===== config.mk =====
export PLATFORM = sky130hd
export DESIGN_NAME = clkdiv_meter
export DESIGN_NICKNAME = d
export VERILOG_FILES = /design/src/rtl/clkdiv_meter.sv
export SDC_FILE = /design/constraint.sdc
export NUM_CORES = 1
export LEC_CHECK = 0
export CAP_MARGIN = 10
export CORE_MARGIN = 2
export CORE_UTILIZATION = 60
export CTS_BUF_LIST = sky130_fd_sc_hd__clkbuf_4
export DETAILED_ROUTE_END_ITERATION = 8
export PLACE_DENSITY = 0.82
export SLEW_MARGIN = 25
export SYNTH_ARGS = -nofsm -noshare
export SYNTH_HDL_FRONTEND = slang
export SYNTH_SLANG_ARGS = --single-unit

===== constraint.sdc =====
create_clock -name clk_i -period 2.9 [get_ports clk_i]
set_input_delay 0.58 -clock clk_i [delete_from_list [all_inputs] [get_ports clk_i]]
set_output_delay 0.58 -clock clk_i [all_outputs]
set_load 0.02 [all_outputs]

===== src/rtl/clkdiv_meter.sv =====
// Measures the rise-to-rise spacing of a divided clock in clk_i cycles, locks once two
// consecutive legal (power-of-two, 2..256) periods agree, and flags loss of the clock.
module clkdiv_meter #(
  parameter int unsigned TIMEOUT = 511
) (
  input  logic       clk_i,
  input  logic       rstn_i,
  input  logic       dclk_i,
  output logic [8:0] period_o,
  output logic [2:0] sel_o,
  output logic       valid_o,
  output logic       lost_o
);

  localparam logic [8:0] CntMax     = 9'd511;
  localparam logic [8:0] TimeoutCnt = 9'(TIMEOUT);

  typedef enum logic [1:0] {StIdle, StMeas, StLock} state_e;

  state_e     state_q, state_d;
  logic       sync1_q, sync2_q, dly_q;
  logic       rise;
  logic [8:0] cnt_q, cnt_d;
  logic [8:0] prev_q, prev_d;
  logic [8:0] period_q, period_d;
  logic [2:0] sel_q, sel_d;
  logic       valid_q, valid_d;
  logic       lost_q, lost_d;
  logic       period_legal;
  logic       timeout;
  logic       lock_entry;

  function automatic logic is_legal(input logic [8:0] p);
    return (p >= 9'd2) && (p <= 9'd256) && ((p & (p - 9'd1)) == 9'd0);
  endfunction

  function automatic logic [2:0] sel_decode(input logic [8:0] p);
    logic [2:0] s;
    s = 3'd0;
    case (p)
      9'd2:    s = 3'd0;
      9'd4:    s = 3'd1;
      9'd8:    s = 3'd2;
      9'd16:   s = 3'd3;
      9'd32:   s = 3'd4;
      9'd64:   s = 3'd5;
      9'd128:  s = 3'd6;
      9'd256:  s = 3'd7;
      default: s = 3'd0;
    endcase
    return s;
  endfunction

  assign rise         = sync2_q & ~dly_q;
  assign period_legal = is_legal(cnt_q);
  // A rise in the same cycle as the timeout count takes priority.
  assign timeout      = (state_q != StIdle) && !rise && (cnt_q == TimeoutCnt);

  always_comb begin
    cnt_d = cnt_q;
    if (rise) begin
      cnt_d = 9'd1;
    end else if (cnt_q != CntMax) begin
      cnt_d = cnt_q + 9'd1;
    end
  end

  // State register
  always_ff @(posedge clk_i) begin
    if (!rstn_i) begin
      state_q <= StIdle;
    end else begin
      state_q <= state_d;
    end
  end

  // Next-state logic; cnt_q at a rise is the period just measured.
  always_comb begin
    state_d = state_q;
    prev_d  = prev_q;
    unique case (state_q)
      StIdle: begin
        if (rise) begin
          state_d = StMeas;
        end
      end
      StMeas: begin
        if (rise) begin
          prev_d = cnt_q;
          if (period_legal && (cnt_q == prev_q)) begin
            state_d = StLock;
          end
        end else if (timeout) begin
          state_d = StIdle;
        end
      end
      StLock: begin
        if (rise) begin
          if (cnt_q != prev_q) begin
            state_d = StMeas;
            prev_d  = cnt_q;
          end
        end else if (timeout) begin
          state_d = StIdle;
        end
      end
      default: state_d = StIdle;
    endcase
  end

  // Output logic; period/sel only load on LOCK entry so they hold steady while locked.
  always_comb begin
    lock_entry = (state_q != StLock) && (state_d == StLock);
    period_d   = period_q;
    sel_d      = sel_q;
    if (lock_entry) begin
      period_d = cnt_q;
      sel_d    = sel_decode(cnt_q);
    end
    valid_d = (state_d == StLock);
    lost_d  = lost_q;
    if (timeout) begin
      lost_d = 1'b1;
    end else if ((state_q == StIdle) && rise) begin
      lost_d = 1'b0;
    end
  end

  always_ff @(posedge clk_i) begin
    if (!rstn_i) begin
      sync1_q  <= 1'b0;
      sync2_q  <= 1'b0;
      dly_q    <= 1'b0;
      cnt_q    <= 9'd0;
      prev_q   <= 9'd0;
      period_q <= 9'd0;
      sel_q    <= 3'd0;
      valid_q  <= 1'b0;
      lost_q   <= 1'b0;
    end else begin
      sync1_q  <= dclk_i;
      sync2_q  <= sync1_q;
      dly_q    <= sync2_q;
      cnt_q    <= cnt_d;
      prev_q   <= prev_d;
      period_q <= period_d;
      sel_q    <= sel_d;
      valid_q  <= valid_d;
      lost_q   <= lost_d;
    end
  end

  assign period_o = period_q;
  assign sel_o    = sel_q;
  assign valid_o  = valid_q;
  assign lost_o   = lost_q;

`ifndef SYNTHESIS
  valid_implies_legal: assert property (@(posedge clk_i) disable iff (!rstn_i)
    valid_o |-> is_legal(period_o));
  lost_excludes_valid: assert property (@(posedge clk_i) disable iff (!rstn_i)
    lost_o |-> !valid_o);
`endif

endmodule


==> flow_summary.ini, run 1 <==
[critical_path]
path_class = flop to flop
startpoint_type = flop
critPathMaxFanout = 12
critPathCaptureType = flop
cp.arrival_ps = 2700
worstPathRequired_ps = 3180

[routing]
wire_per_inst_um = 14.6
drtIter0Drc = 173
drt_wl_total_um = 4190
drc = 0
drtAntennaViolNets = 0
post_drt_via_cell_ratio = 5.83
vias = 1672
firstDrtPassIters = 4

[yosys]
async_flop_share_pct = 0
yosysUniqueCellTypes = 46
synth.top_cells.by_area = dfxtp_1 (36%), xor2_1 (7.7%), mux2i_1 (6.8%)
synth-edff-count = 0
synth_top_cell_by_area = dfxtp_1
ys_ff_latch = 37
seq_area_frac_synth_pct = 36.2
yosysWarnings = 0
avgSynthCellArea_sq_um = 8.79
yosys_most_used_dff = dfxtp_1
yosys-top-cells-count = dfxtp_1 (37), nand2_1 (29), o21ai_0 (19), xor2_1 (18)
synth_top_area_share_pct = 36.2
netlist_area_sq_um = 2050
syn_inst = 233
yosysMostFrequentCell = dfxtp_1
syn_nets = 241

[die]
core_sq_um = 3310
die_area_sq_um = 3900
die_w_um = 62.4
row_count = 21
pin_count = 17
start_util_pct = 61.8
fp.dieH_um = 62.4

[placed_design]
place.gp.congestion = 0.857
portBuffers = 16
dp_cells = 279
dpl.hpwl_um = 2830

[clocking]
path_clk_slew_ps = 100
clock-sinks = 37
cts_buffers = 5
ctsHoldBuffers = 0
htreeDepth = 2
cts_tree = yes
clk_latency_ps = 350
cts.repair.resized = 0
postCtsSetupBuffers = 0
cts_buffer_depth = 2
cts-root-buf = clkbuf_4

[sta]
worst_pin_slew_ps = 905
max_slew_margin_pct = 39.2
layout_min_cycle_time_ps = 2420
rsz0062_at_grt = no
finalCritPeriodShare_pct = 83.6
fmax_mhz = 412
tns_ps = 0
setup_viol = 0
timing_hold_violations_final = 0
drv_slew = 0
skew_ps = 9.19

[layout]
area_delta_synth_final_pct = 7.09
multi_input_area_sq_um = 1130
seq_area_sq_um = 741
drive_above_1_share_pct = 7.05
fillers = 313
final_cells = 287
nets = 248
diodes = 0

[min_path]
hold_path_class = flop to flop

[grt]
grt_overflow_total = 0
grt_util_all_layers_pct = 23.4
antenna_found_initial = 0
grt_max_degree = 25
grt_pass1_wl_um = 7250
grt_pass1_vias = 1536

[power_and_ir_drop]
p_leak_nw = 0.843
power_density_nw_per_um2 = 436
vdd_ir_drop_max_mv = 0.286

[status]
outcome = finished clean

[flow_run]
max-cap-violations = 0
layout by cell type (no fill, tap or decap), types with 2 or more instances in the layout:
master,count
a21oi_1,13
and2_1,3
buf_4,5
clkbuf_4,6
clkdlybuf4s50_1,16
clkinv_2,2
dfxtp_1,37
ha_1,5
inv_1,4
mux2i_1,14
nand2_1,29
nand2b_1,5
nand3_1,3
nand4_1,3
nor2_1,14
nor2b_1,2
nor3_1,4
o211a_1,2
o211ai_1,8
o21ai_0,18
o31ai_1,4
o41ai_1,2
or3_1,3
xor2_1,18
power breakdown:
| part | internal (mW) | switching [mW] | total (mW) | leakage (nW) |
|---|---|---|---|---|
| clock | 0.102 | 0.168 | 0.270 | 0.0354 |
| combinational | 0.0514 | 0.0920 | 0.143 | 0.508 |
| sequential | 0.520 | 0.0230 | 0.543 | 0.299 |
sequential cells by signal, indices dropped and copies added, names as in the netlist:
| signal | count |
|---|---|
| dly_q | 1 |
| cnt_q | 9 |
| period_o | 9 |
| sel_o | 3 |
| valid_o | 1 |
| sync1_q | 1 |
| sync2_q | 1 |
| lost_o | 1 |
| prev_q | 9 |
| state_q | 2 |
worst max-delay path: stages, from the launching register on:
cell       delay, ps
dfxtp_1          400
inv_1            190
ha_1             210
and2b_1          190
a2111oi_1        370
nand4_1          220
nor4_4           300
buf_4            270
mux2i_1          210
stage by stage:
step / worst slack (ps) / hold slack (ps) / area, sq um / utilization [%] / total power [mW]
2_1_floorplan: 609 / 412 / 2050 / - / 0.676
3_3_place_gp: 589 / 433 / 2140 / 64.6 / 0.693
3_5_place_dp: 515 / 428 / 2140 / 64.6 / 0.694
4_1_cts: 494 / 456 / 2190 / 66.2 / 0.962
5_1_grt: 218 / 490 / 2190 / 66.2 / 1.01
6_report: 475 / 451 / 2190 / 66.2 / 0.956
path summary, 6_finish.rpt:
path	from	slack, ps	cells after the start	endpoint
min	sync1_q	450	1	sync2_q
max reg2reg	cnt_q[0]	480	8	period_o[8]
max	cnt_q[0]	480	8	period_o[8]
min reg2reg	sync1_q	450	1	sync2_q
kinds of logic after synthesis:
logic type	after synthesis	synth area share [%]
flip-flops	37	36.2
AO/OA/AOI/OAI	54	16.6
AND/OR/NAND/NOR	79	20.4
XOR/XNOR	19	8.13
buffers and inverters	25	8.80
multiplexers	14	6.85
adder cells (fa/ha/maj)	5	3.06
final cells by class:
cell class                 count  share of cell area [%]
multi-input combinational    171                    51.4
sequential                    37                    33.8
timing repair buffer          21                    9.02
clock inverter                 2                   0.457
clock buffer                   6                    2.05
tap                           46                    2.63
inverter                       4                   0.685
routing by layer:
metal | global-route usage (%) | vias to the layer above | wire length [um]
met1 | 32.3 | 789 | 1970
met5 | 0 | - | 0
met3 | 4.86 | 9 | 203
met2 | 36.0 | 47 | 1940
li1 | - | 827 | -
met4 | 9.17 | 0 | 78
(Power assumes the default switching activity.)
==> inputs of run 2 (changes only) <==
clock period = 2.29 ns   (was 2.9 ns; I/O delays follow)
==> flow_summary.ini, run 2 (synthesis results as in run 1) <==
[status]
outcome = finished clean

[grt]
grt_pass1_wl_um = 7340
grt_overflow_total = 0
antenna_found_initial = 0
grt_pass1_vias = 1636
grt_util_all_layers_pct = 23.2
grt_max_degree = 32

[die]
core_sq_um = 3310
die_area_sq_um = 3900
pin_count = 17
die_w_um = 62.4
start_util_pct = 61.8
fp.dieH_um = 62.4
row_count = 21

[routing]
vias = 1754
post_drt_via_cell_ratio = 5.83
wire_per_inst_um = 14.8
drtAntennaViolNets = 0
drc = 0
drt_wl_total_um = 4450
drtIter0Drc = 78
firstDrtPassIters = 4

[critical_path]
path_class = flop to flop
r2r_cells = 9
worstPathRequired_ps = 2540
critPathMaxFanout = 9
startpoint = cnt_q[4]
max_stage_delay_ps = 590
crit_chain = and3_1 -> nand3_1 -> nor2_1 -> ha_1 -> nor3b_1 -> o21ai_0 -> nor2_1 -> a21oi_1 -> o31ai_1
startpoint_type = flop
regToRegEndpoint = state_q[0]
critPathSlowestCell = dfxtp_1
cp.arrival_ps = 2410
crit_buf_inv = 0
r2r_setup_slack_ps = 130
cp_top_family = simple AND/OR/NAND/NOR gates
crit_top_cell = nor2_1
critPathCaptureType = flop
rr_startpoint = cnt_q[4]

[sta]
max_slew_margin_pct = 66.2
whs_ps = 456
fmax_mhz = 463
finalCritPeriodShare_pct = 94.4
worst_pin_slew_ps = 506
setup_viol = 0
timing_hold_violations_final = 0
drv_slew = 0
layout_min_cycle_time_ps = 2160
skew_ps = 8.99
layout_setup_ws_ps = 129

[layout]
drive_above_1_share_pct = 14.5
area_delta_synth_final_pct = 14.8
final_cells = 301
final_common_cell = dfxtp_1
nets = 262
final_cell_mix = dfxtp_1 (35), nand2_1 (29), o21ai_0 (19)
diodes = 0

[power_and_ir_drop]
vdd_ir_drop_max_mv = 0.442
p_leak_nw = 0.924
pwr-share-clk_pct = 34.7
intPower_uw = 971
power.total_mw = 1.37
power_density_nw_per_um2 = 581
pwr-share-comb_pct = 15.4
p_sw_share_pct = 28.9
power_switching_uw = 394
p_seq_share_pct = 49.9

[clocking]
htreeDepth = 2
path_clk_slew_ps = 130
cts_tree = yes
postCtsSetupBuffers = 0
cts-root-buf = clkbuf_4
clock-sinks = 37
cts_buffer_depth = 2
clk_latency_ps = 350
cts_buffers = 5
ctsHoldBuffers = 0
cts.repair.resized = 0

[min_path]
hold_path_class = flop to flop
hold_depth = 1
min_to = sync2_q
min_from = sync1_q

[placed_design]
portBuffers = 16
dpl.hpwl_um = 3010
place_ws_ps = 37.4
place.gp.congestion = 0.909
dp_cells = 292

[flow_run]
max-cap-violations = 0
[run 2: cell count changes in the layout (fill, tap and decap cells not counted), sizes merged]
cell	previous run	this run
buf	5	19
bufinv	0	1
clkbuf	6	5
clkinv	2	1
clkinvlp	0	1
[run 2: worst reg2reg max path, cell delays in order (launching register included)]
cell and delay, ps:
dfxtp_1 590, and3_1 260, nand3_1 100, nor2_1 140
ha_1 240, nor3b_1 70, o21ai_0 330, nor2_1 70
a21oi_1 170, o31ai_1 90
[run 2: how the worst max path moves through the flow]
stage / to / slack (ps) / cells past startpoint
final: state_q[0] / 130 / 9
after global routing: period_o[6] / -7 / 6
after CTS: period_o[6] / 30 / 8
after detailed placement: period_o[6] / 40 / 8
after global placement: state_q[0] / 190 / 9
after floorplan: period_o[4] / 70 / 9
[run 2: area by class of cell]
class	count	area, sq um
repair buffers	35	310
multi-input cells	171	1140
flip-flops and latches	37	743
inverters	4	15.0
well taps	46	57.6
fillers	288	961
clock buffers	5	37.5
clock inverters	3	46.3
[run 2: power groups by stage]
stage	Combinational [mW]	Sequential [mW]	Clock, mW
2_1_floorplan	0.168	0.688	0
3_3_place_gp	0.198	0.695	0
3_5_place_dp	0.202	0.694	0
4_1_cts	0.203	0.680	0.477
5_1_grt	0.228	0.685	0.500
6_report	0.211	0.681	0.474
[run 2: stage by stage]
step                      area, sq um  util, %  setup TNS [ps]
final                            2350     71.0               0
after global routing             2350     71.0           -7.46
after floorplan                  2050        -               0
after detailed placement         2230     67.5               0
after CTS                        2320     70.0               0
after global placement           2230     67.5               0
[run 2: routing by layer]
metal	vias up	track usage, %	routed length, um
met2	49	39.2	2110
li1	852	-	-
met4	0	7.50	50
met5	-	0	0
met1	846	29.4	2100
met3	7	5.23	183
